<file path="config.mk">
export PLATFORM = sky130hd
export DESIGN_NAME = dual_digit_display_ctrl
export DESIGN_NICKNAME = d
export VERILOG_FILES = /design/src/rtl/seg7_pkg.sv /design/src/rtl/blink_timer.sv /design/src/rtl/dual_digit_display_ctrl.sv
export SDC_FILE = /design/constraint.sdc
export NUM_CORES = 1
export LEC_CHECK = 0
export ABC_AREA = 1
export CAP_MARGIN = 10
export CORE_ASPECT_RATIO = 0.75
export CORE_MARGIN = 8
export CORE_UTILIZATION = 60
export DETAILED_ROUTE_END_ITERATION = 10
export HOLD_SLACK_MARGIN = 0.05
export PLACE_DENSITY = 0.89
export SETUP_SLACK_MARGIN = 0.15
export SYNTH_ARGS = -nofsm -noshare
export SYNTH_HDL_FRONTEND = slang
export SYNTH_SLANG_ARGS = --single-unit
</file>
<file path="constraint.sdc">
create_clock -name i_Clk -period 3.6 [get_ports i_Clk]
set_clock_uncertainty 0.15 [all_clocks]
set_input_delay 0.36 -clock i_Clk [delete_from_list [all_inputs] [get_ports i_Clk]]
set_output_delay 0.36 -clock i_Clk [all_outputs]
set_load 0.01 [all_outputs]
</file>
<file path="src/rtl/seg7_pkg.sv">
// Shared definitions for the dual-digit display controller.
//   state_e   : sequencer states
//   SEG_DARK  : active-low pad value with every segment off
//   SEG_CODES : active-high 7-segment codes for 0-F, bit6=A ... bit0=G
package seg7_pkg;

  typedef enum logic [1:0] {
    StIdle,
    StDrvLo,
    StDrvHi,
    StCapHi
  } state_e;

  localparam logic [6:0] SEG_DARK = 7'h7F;

  localparam logic [6:0] SEG_CODES [16] = '{
    7'h7E, 7'h30, 7'h6D, 7'h79, 7'h33, 7'h5B, 7'h5F, 7'h70,
    7'h7F, 7'h7B, 7'h77, 7'h1F, 7'h4E, 7'h3D, 7'h4F, 7'h47
  };

  // Reference mapping expected from the external shared decoder.
  function automatic logic [6:0] seg_code(input logic [3:0] num);
    return SEG_CODES[num];
  endfunction

endpackage

</file>
<file path="src/rtl/blink_timer.sv">
// Blink phase generator.
//   i_Clk    : system clock
//   i_Rst_L  : asynchronous active-low reset
//   i_En     : run the timer; when low the counter and phase are held at 0
//   o_Phase  : registered phase, toggles every BLINK_CYCLES enabled cycles
module blink_timer #(
  parameter int unsigned BLINK_CYCLES = 12_500_000
) (
  input  logic i_Clk,
  input  logic i_Rst_L,
  input  logic i_En,
  output logic o_Phase
);

  localparam int unsigned CntW = $clog2(BLINK_CYCLES);
  localparam logic [CntW-1:0] LastCnt = CntW'(BLINK_CYCLES - 1);

  logic [CntW-1:0] cnt_q;

  always_ff @(posedge i_Clk or negedge i_Rst_L) begin
    if (!i_Rst_L) begin
      cnt_q   <= '0;
      o_Phase <= 1'b0;
    end else if (!i_En) begin
      cnt_q   <= '0;
      o_Phase <= 1'b0;
    end else if (cnt_q == LastCnt) begin
      cnt_q   <= '0;
      o_Phase <= ~o_Phase;
    end else begin
      cnt_q   <= cnt_q + CntW'(1);
    end
  end

endmodule

</file>
<file path="src/rtl/dual_digit_display_ctrl.sv">
// Drives two 7-segment digits from an 8-bit value through one shared,
// externally instantiated, 1-cycle registered decoder.
//   i_Clk, i_Rst_L      : clock, asynchronous active-low reset
//   i_Valid, i_Value    : value offer ([7:4] tens, [3:0] ones)
//   o_Ready             : high only in idle
//   o_Dec_Num/i_Dec_Seg : nibble to the decoder / its active-high code
//   i_Blink_En          : blink both digits
//   o_Seg1, o_Seg2      : tens / ones digit, active-low, bit6=A ... bit0=G
module dual_digit_display_ctrl
  import seg7_pkg::*;
#(
  parameter bit          LZ_BLANK     = 1'b0,
  parameter int unsigned BLINK_CYCLES = 12_500_000
) (
  input  logic       i_Clk,
  input  logic       i_Rst_L,
  input  logic       i_Valid,
  input  logic [7:0] i_Value,
  output logic       o_Ready,
  output logic [3:0] o_Dec_Num,
  input  logic [6:0] i_Dec_Seg,
  input  logic       i_Blink_En,
  output logic [6:0] o_Seg1,
  output logic [6:0] o_Seg2
);

  state_e     state_q;
  logic [7:0] value_q;
  logic [6:0] ones_q;    // active-high ones code, held until commit
  logic [6:0] com1_q;    // committed active-low codes, retained under blink
  logic [6:0] com2_q;
  logic [6:0] com1_d;
  logic [6:0] com2_d;
  logic       phase;
  logic       dark;

  blink_timer #(
    .BLINK_CYCLES(BLINK_CYCLES)
  ) u_blink_timer (
    .i_Clk  (i_Clk),
    .i_Rst_L(i_Rst_L),
    .i_En   (i_Blink_En),
    .o_Phase(phase)
  );

  // Both digits change on the same edge; the tens code arrives from the
  // decoder exactly in CAP_HI.
  always_comb begin
    com1_d = com1_q;
    com2_d = com2_q;
    if (state_q == StCapHi) begin
      com2_d = ~ones_q;
      com1_d = (LZ_BLANK && (value_q[7:4] == 4'h0)) ? SEG_DARK : ~i_Dec_Seg;
    end
  end

  // Gating with i_Blink_En lets a disable relight the digits on the next edge
  // instead of waiting for the timer's phase to clear.
  assign dark = phase & i_Blink_En;

  always_ff @(posedge i_Clk or negedge i_Rst_L) begin
    if (!i_Rst_L) begin
      state_q   <= StIdle;
      value_q   <= '0;
      ones_q    <= '0;
      com1_q    <= SEG_DARK;
      com2_q    <= SEG_DARK;
      o_Ready   <= 1'b1;
      o_Dec_Num <= '0;
      o_Seg1    <= SEG_DARK;
      o_Seg2    <= SEG_DARK;
    end else begin
      com1_q <= com1_d;
      com2_q <= com2_d;
      o_Seg1 <= dark ? SEG_DARK : com1_d;
      o_Seg2 <= dark ? SEG_DARK : com2_d;
      unique case (state_q)
        StIdle: begin
          if (i_Valid) begin
            value_q   <= i_Value;
            o_Dec_Num <= i_Value[3:0];
            o_Ready   <= 1'b0;
            state_q   <= StDrvLo;
          end
        end
        StDrvLo: begin
          o_Dec_Num <= value_q[7:4];
          state_q   <= StDrvHi;
        end
        StDrvHi: begin
          ones_q  <= i_Dec_Seg;
          state_q <= StCapHi;
        end
        StCapHi: begin
          o_Ready <= 1'b1;
          state_q <= StIdle;
        end
        default: state_q <= StIdle;
      endcase
    end
  end

endmodule

</file>
* Word level (Yosys, flattened, before mapping)
Cells that the tools add are included.
** Storage, ports and cells
- Flip-flop bits (word level) :: 75
- Latch bits :: 0
- Bits in writable memories :: 0
- ROM bits :: 0
- Input port bits :: 19
- Output and inout port bits :: 19
- Memories :: 0
** Cells by class
- $add $sub $neg :: 1
- Multipliers :: 0
- Div/mod/pow operators :: 0
- $lt $le $gt $ge :: 0
- Eq/ne operators :: 6
- Shifts and indexed selects :: 0
- Multiplexer cells :: 14
- Bitwise gates (word level) :: 4
- Reductions and logical operators :: 6
** Operator list (number)
- $mux W24 :: 2
- $mux W7 :: 4
- $add A24 B1 Y24 const B :: 1
- $eq A24 B24 Y1 const B :: 1
- $not A7 Y7 :: 2
- $pmux W2 S4 :: 1
- $pmux W4 S2 :: 1
- $reduce_and A2 Y1 :: 3
- $eq A2 B2 Y1 const B :: 2
- $mux W4 :: 1
- $reduce_bool A2 Y1 :: 2
- $mux W1 :: 3
- $eq A2 B1 Y1 const B :: 1
- $logic_not A2 Y1 :: 1
- $mux W2 :: 1
- $ne A2 B1 Y1 const B :: 1
- $ne A2 B2 Y1 const B :: 1
- $pmux W1 S2 :: 1
- $and A1 B1 Y1 :: 1
- $not A1 Y1 :: 1

* Depth between registers and ports, before layout
Gate-level depths: netlist of the first run.
- Word-level depth :: 3
- Depth in mapped cells :: 9

* By module
From an unflattened synthesis of the first run, not the netlist that was laid out.
** Unflattened totals
- Cells, all modules :: 395
- Area, all modules :: 3428.3 µm²
** By module, submodules not included
- dual_digit_display_ctrl :: instances 1, cells an instance 198, area each 2000.7 µm², seq. area each 1187.4 µm²
- blink_timer :: instances 1, cells an instance 197, area each 1427.6 µm², seq. area each 625.6 µm²

* Worst setup path before layout of the first run
OpenSTA, ideal clock, no wires.
- Path type :: register to register
- Start point :: register u_blink_timer.cnt_q[0]
- End point :: register u_blink_timer.cnt_q[12]
- Arrival time :: 1.279 ns
- Data required time :: 3.379 ns
- Slack :: 2.099 ns
- Cell stages (with the launch flop) :: 9
- Buffers on the path :: 0
- Clock period less this slack :: 1.501 ns
- Cells stage by stage :: dfrtp_1 > ha_1 > nand2_2 > nor2_4 > nand3_1 > nor2_4 > nor2_4 > clkinv_4 > nor2_1
** Between the ends
- Longest elaborated chain between the ends :: 3
** RTL lines
- start, declared :: RTL line blink_timer.sv:18 : logic [CntW-1:0] cnt_q;
- start signal, assigned :: RTL line blink_timer.sv:31 : cnt_q <= cnt_q + CntW'(1);
- $add A24 B1 Y24 / $eq A24 B24 Y1 (equally long branches) :: RTL line blink_timer.sv:31, blink_timer.sv:27
- $mux W24 * :: RTL line blink_timer.sv:27 : end else if (cnt_q == LastCnt) begin
- $mux W24 * :: RTL line blink_timer.sv:24 : end else if (!i_En) begin
Mark *: on every way between the ends. The rest lies on a longest branch, timed or not.
A chain may end at the register's enable or synchronous reset.

* Worst setup path in the final report of the first run
- Start point :: register o_Seg2[6]
- End point :: output o_Seg2[6]
** RTL lines
- start, declared :: RTL line dual_digit_display_ctrl.sv:24 : output logic [6:0] o_Seg2
- start signal, assigned :: RTL line dual_digit_display_ctrl.sv:76 : o_Seg2 <= dark ? SEG_DARK : com2_d;
No word-level cell between the ends.

==> results.py, run 1 <==
metrics = {
    "status": {
        "status": "completed",
    },
    "setup_path": {
        "critical_path_required_ns": 3.09,
        "worst-r2r-cell-count": 8,
        "r2r_slack_ns": 1.85,
        "critical_path_class": "register to primary output",
        "cpMaxStageDelayCell": "clkdlybuf4s50_1",
        "cpPeakStageDelay_ns": 0.57,
        "start_kind": "register",
        "path_delay_family": "buffers and inverters",
        "end_kind": "primary output",
        "crit_arrival_ns": 1.43,
        "critPathMaxFanout": 1,
        "worstPathCellList": "clkdlybuf4s50_1",
        "worstReg2RegEnd": "u_blink_timer.cnt_q[20]$_DFF_PN0_",
        "r2r_start": "u_blink_timer.cnt_q[0]$_DFF_PN0_",
        "crit_buf_inv": 1,
    },
    "synthesis": {
        "ys_types": 30,
        "synth.area.mux_share_pct": 1.22,
        "synth.most_common_cell": "nand2_1",
        "synth_seq_area_share_pct": 55.4,
        "syn-cell-area_sq_um": 3270,
        "synth-seq-cells": 71,
        "syn-num-nets": 392,
        "synthSimpleGateAreaFrac_pct": 23.4,
        "synth-compound-area-share_pct": 9.10,
        "synth_cells": 368,
        "yosys.area.top_type": "dfrtp_1",
        "synthFlopType": "dfrtp_1",
        "synth_edf_count": 0,
        "ys_top_cells_by_count": "78 x nand2_1, 56 x nor2_1, 45 x inv_1",
        "ys_async_sr_fraction_pct": 100,
        "synth.avg_cell_area_sq_um": 8.89,
        "synth_top_family_by_area": "simple AND/OR/NAND/NOR gates",
        "synth-adder-area-share_pct": 1.91,
        "yosys_warnings": 0,
        "synth.top_cell.area_share_pct": 32.1,
        "synthXorXnorAreaFrac_pct": 2.41,
        "synth_area_leaders": "dfrtp_1 32%, dfstp_2 23%, nand2_1 9.0%",
    },
    "die": {
        "die-height_um": 79.9,
        "die_w_um": 101,
        "initial_utilization_pct": 61.8,
        "io_pins": 38,
        "coreArea_sq_um": 5300,
        "placement_rows": 23,
        "die-area_sq_um": 8090,
    },
    "pwr": {
        "p_leak_nw": 1.71,
        "powerDensity_nw_per_um2": 740,
        "peakVddDrop_v": 0.000476,
    },
    "route": {
        "route.met2.wl_um": 3340,
        "ant_nets": 0,
        "routed_via_density": 5.20,
        "first_iter_violations": 190,
        "drt-met1-wl_um": 2960,
        "drc": 0,
        "vias": 2560,
        "routed_wl_um": 6860,
        "wl_met3_um": 455,
        "top_layer": "met4",
        "drtPass1Iterations": 4,
        "wl_per_cell_um": 13.9,
    },
    "layout": {
        "n_fill_cell": 365,
        "finalNetCount": 436,
        "drive_gt1_share_pct": 17.5,
        "final_area_sq_um": 3970,
        "diodes": 0,
        "area_growth_pct": 21.4,
        "final_core_utilization_pct": 75.0,
    },
    "min_path": {
        "min_path_type": "register to register",
        "hp-start": "com1_q[4]$_DFF_PN1_",
        "holdPathEnd": "com1_q[4]$_DFF_PN1_",
        "whs_path_depth": 2,
    },
    "clock_network": {
        "cts_tree": "done",
        "ctsResizeCount": 0,
        "max-clock-path-buffers": 2,
        "cts_sinks": 71,
        "cts_max_level": 3,
        "cts-buffers-inserted": 9,
        "root_buffer": "clkbuf_8",
        "clkSlewWorstSetupHoldPaths_ns": 0.08,
        "clock_latency_ns": 0.35,
    },
    "placed_design": {
        "dpl-instance-area_sq_um": 3720,
        "place_ws_ns": 1.63,
        "io_buffers": 37,
        "dp_hpwl_um": 4780,
        "globalplace.congestion": 0.919,
    },
    "grt": {
        "grt_util_all_layers_pct": 18.2,
        "antenna_found_initial": 0,
        "grt_first_pass_wirelength_um": 11500,
        "grt_remaining_overflow": 0,
        "grt_pass1_vias": 2528,
        "grt_max_degree": 48,
    },
    "timing": {
        "fin_crit_ns": 1.94,
        "hold_viol": 0,
        "finalSetupTns_ns": 0,
        "tightestPinTransition_ns": 0.594,
        "fin_ws_ns": 1.66,
        "fin_hold_ws_ns": 0.337,
        "rsz0062_at_grt": "false",
        "fmax_ghz": 0.515,
        "final_max_slew_viol_count": 0,
        "setup_viol": 0,
        "min_period_over_period_pct": 53.9,
        "max_slew_margin_pct": 60.3,
    },
    "flow_run": {
        "max_cap_viol_count": 0,
    },
}
-- flip-flops by register name, indices dropped and copies added, names as in the netlist --
| name | flops |
|---|---|
| com1_q | 7 |
| u_blink_timer.cnt_q | 24 |
| com2_q | 7 |
| o_Seg2 | 7 |
| u_blink_timer.o_Phase | 1 |
| value_q | 4 |
| ones_q | 7 |
| o_Seg1 | 7 |
| o_Dec_Num | 4 |
| o_Ready | 1 |
| state_q | 2 |
-- how the worst max path moves through the flow --
stage | startpoint | cells past startpoint | to
2_1_floorplan | u_blink_timer.cnt_q[0]$_DFF_PN0_ | 8 | u_blink_timer.cnt_q[12]$_DFF_PN0_
3_3_place_gp | i_Blink_En | 5 | u_blink_timer.cnt_q[12]$_DFF_PN0_
3_5_place_dp | i_Blink_En | 5 | u_blink_timer.cnt_q[18]$_DFF_PN0_
4_1_cts | o_Seg2[6]$_DFF_PN1_ | 1 | o_Seg2[6]
5_1_grt | o_Seg2[6]$_DFF_PN1_ | 1 | o_Seg2[6]
6_report | o_Seg2[6]$_DFF_PN1_ | 1 | o_Seg2[6]
-- what timing repair did --
item,CTS,global route
hold buffers,1,0
buffers inserted,0,0
hold endpoints to repair,21,0
-- logic make-up after synthesis --
group	Yosys count
buffers and inverters	55
xor gates and xnor gates	9
muxes	4
AOI/OAI and AO/OA	51
DFF	71
adders and majority gates	5
and+or+nand+nor	173
-- stage by stage --
stage | total power [mW] | instances
final | 2.94 | 492
after global routing | 3.12 | 492
after floorplan | 1.79 | 368
after detailed placement | 2.17 | 475
after CTS | 2.96 | 492
after global placement | 2.12 | 475
-- cells in the final DEF (no fill, tap or decap), types with 7 or more instances in the layout --
cell type and instances:
xor2_1 7, clkdlybuf4s50_1 36, o21ai_0 24, clkbuf_8 9, a21oi_1 9, dfstp_2 29
dfrtp_1 42, o211ai_1 14, nand3_1 9, nand2_1 78, inv_1 45, nor2_1 56
or2_2 7
-- routing by layer --
layer	vias up	GRT usage, %
met4	0	5.78
met1	1239	22.1
met5	-	0
li1	1240	-
met2	70	29.3
met3	11	6.88
-- cell type report --
cell class	instances	area (sq um)	share of cell area [%]
clock inverter	7	120	3.02
sequential	71	1810	45.7
clock buffer	9	124	3.12
timing repair buffer	40	390	9.83
tap	75	93.8	2.36
inverter	48	185	4.66
multi-input combinational	242	1240	31.3
-- worst reg2reg max path, cell delays in order, from the launching register on --
cell and delay (ns):
dfrtp_1 0.40, ha_1 0.20, nand2_2 0.10, nor2_4 0.17, nand3_1 0.21, nor2_1 0.22
nand3_1 0.09, nand2_1 0.08, nor2_1 0.04
-- where the power goes --
group	internal [mW]	switching, mW	leakage, nW
Sequential	1.18	0.0971	0.855
Clock	0.462	0.307	0.120
Combinational	0.403	0.493	0.731
Note: power is estimated with default switching activity, not from simulation.
==> run 2: changes to the inputs <==
- CORE_UTILIZATION: 60 -> 55
- PLACE_DENSITY: 0.89 -> 0.83
- clock period: 3.6 -> 1.8 ns (I/O delays scaled with it)
==> run 2 against run 1 <==
Effect of this change:
- setup slack got worse by 1.5 ns
- highest routed layer unchanged
- sequential power increased by 100%
- wire length increased by 0.85%
- sequential cell count unchanged
- largest cell class unchanged
- count of clock-buffer cells in the layout unchanged
- clock power increased by 84%
- die area increased by 7.4%
==> results.py, run 2 (synthesized netlist as in run 1, its figures left out) <==
metrics = {
    "status": {
        "status": "completed",
    },
    "layout": {
        "final_common_cell": "nand2_1",
        "largest_reg_flops": 24,
        "layout_common_cells": "76 x nand2_1, 46 x nor2_1, 45 x inv_1",
        "multi_input_area_sq_um": 1320,
        "diodes": 0,
        "final_core_utilization_pct": 70.8,
        "final-seq-area_sq_um": 1810,
        "area_growth_pct": 24.8,
        "top_register": "u_blink_timer.cnt_q",
        "finalNetCount": 443,
        "n_fill_cell": 428,
        "drive_gt1_share_pct": 23.3,
    },
    "grt": {
        "grt_first_pass_wirelength_um": 11800,
        "antenna_found_initial": 0,
        "grt_util_all_layers_pct": 17.0,
        "grt_remaining_overflow": 0,
        "grt_max_degree": 72,
        "grt_pass1_vias": 2546,
    },
    "timing": {
        "max_slew_margin_pct": 70.2,
        "final_max_slew_viol_count": 0,
        "finalSetupTns_ns": 0,
        "rsz0062_at_grt": "true",
        "min_period_over_period_pct": 89.0,
        "fin_crit_ns": 1.60,
        "setup_viol": 0,
        "fin_ws_ns": 0.199,
        "fin_hold_ws_ns": 0.225,
        "fmax_ghz": 0.624,
        "hold_viol": 0,
        "tightestPinTransition_ns": 0.447,
    },
    "route": {
        "wl_per_cell_um": 13.8,
        "routed_via_density": 5.03,
        "routed_wl_um": 6920,
        "vias": 2523,
        "ant_nets": 0,
        "drtPass1Iterations": 4,
        "first_iter_violations": 111,
        "drc": 0,
    },
    "setup_path": {
        "worstReg2RegEnd": "u_blink_timer.cnt_q[18]$_DFF_PN0_",
        "crit_arrival_ns": 1.73,
        "worst-r2r-cell-count": 8,
        "end_kind": "register",
        "critical_path_required_ns": 1.93,
        "critPathMaxFanout": 8,
        "critical_path_class": "register to register",
        "r2r_start": "u_blink_timer.cnt_q[1]$_DFF_PN0_",
        "start_kind": "register",
        "r2r_slack_ns": 0.20,
    },
    "pwr": {
        "peakVddDrop_v": 0.00138,
        "p_leak_nw": 1.76,
        "power_mw": 5.64,
        "powerDensity_nw_per_um2": 1380,
    },
    "die": {
        "die-height_um": 82.8,
        "io_pins": 38,
        "coreArea_sq_um": 5770,
        "initial_utilization_pct": 56.7,
        "die-area_sq_um": 8700,
        "placement_rows": 24,
        "die_w_um": 105,
    },
    "clock_network": {
        "cts_sinks": 71,
        "clock_latency_ns": 0.35,
        "max-clock-path-buffers": 2,
        "cts_max_level": 3,
        "clkSlewWorstSetupHoldPaths_ns": 0.07,
        "root_buffer": "clkbuf_8",
        "cts_tree": "done",
        "cts-buffers-inserted": 9,
    },
    "placed_design": {
        "dp_hpwl_um": 4740,
        "io_buffers": 37,
        "globalplace.congestion": 0.946,
        "place_ws_ns": 0.144,
    },
    "min_path": {
        "hp-start": "i_Value[7]",
        "min_path_type": "primary input to register",
        "whs_path_depth": 3,
        "holdPathEnd": "value_q[7]$_DFFE_PN0P_",
    },
    "flow_run": {
        "max_cap_viol_count": 0,
    },
}
[run 2: cell count changes in the layout (fill, tap and decap cells not counted), moves of 3 or more]
cell	before	now
buf_4	2	7
clkdlybuf4s50_1	36	21
dlygate4sd2_1	0	15
nand3_1	9	5
nand3_2	1	4
nor2_1	56	46
nor2_2	3	11
[run 2: what timing repair did]
item / CTS / global route
endpoints found under the hold margin: 71 / 0
endpoints found under the setup margin: 24 / 24
hold buffers: 1 / 0
setup buffers: 2 / 2
resized for setup: 19 / 19
pin swaps: 1 / 4
cloned: 1 / 0
[run 2: power by group]
group,total (mW),internal [mW],switching (mW)
logic,1.68,0.707,0.968
clock network,1.42,0.798,0.625
registers,2.54,2.35,0.193
total,5.64,3.86,1.79
[run 2: stage by stage]
| step | instance area (sq um) | std cells |
|---|---|---|
| finish | 4080 | 502 |
| global route | 4080 | 502 |
| CTS | 4000 | 500 |
| detailed placement | 3750 | 480 |
| global placement | 3750 | 480 |
| floorplan | 3270 | 368 |
[run 2: worst max-delay path by stage]
| stage | from | endpoint | slack [ns] | depth (start not counted) |
|---|---|---|---|---|
| 2_1_floorplan | u_blink_timer.cnt_q[0]$_DFF_PN0_ | u_blink_timer.cnt_q[12]$_DFF_PN0_ | 0.30 | 8 |
| 3_3_place_gp | u_blink_timer.cnt_q[0]$_DFF_PN0_ | u_blink_timer.cnt_q[12]$_DFF_PN0_ | 0.20 | 8 |
| 3_5_place_dp | u_blink_timer.cnt_q[0]$_DFF_PN0_ | u_blink_timer.cnt_q[20]$_DFF_PN0_ | 0.14 | 8 |
| 4_1_cts | u_blink_timer.cnt_q[0]$_DFF_PN0_ | u_blink_timer.cnt_q[16]$_DFF_PN0_ | 0.17 | 7 |
| 5_1_grt | u_blink_timer.cnt_q[0]$_DFF_PN0_ | u_blink_timer.cnt_q[14]$_DFF_PN0_ | 0.07 | 7 |
| 6_report | u_blink_timer.cnt_q[1]$_DFF_PN0_ | u_blink_timer.cnt_q[18]$_DFF_PN0_ | 0.20 | 8 |
[run 2: per-layer routing]
layer	part of all wire (%)	vias up	GRT usage, %
met2	48	59	28.2
li1	-	1260	-
met4	1.2	0	4.68
met5	0	-	0
met3	5.1	8	5.71
met1	46	1196	21.2
[run 2: final cells by class]
type                            count  share of cell area (%)
Sequential cell                    71                    44.4
Multi-Input combinational cell    242                    32.4
Timing Repair Buffer               46                    10.5
Inverter                           48                    4.54
Clock buffer                        9                    3.03
Clock inverter                      7                    2.54
Tap cell                           78                    2.39
Timing Repair inverter              1                   0.153
[run 2: worst max-delay path: stages (launching register included)]
cell      delay (ns)
dfrtp_1         0.39
ha_2            0.20
nand2_2         0.10
nor2_4          0.07
nand3_2         0.10
nor2_4          0.05
nor2_4          0.24
clkinv_4        0.13
nor2_2          0.11
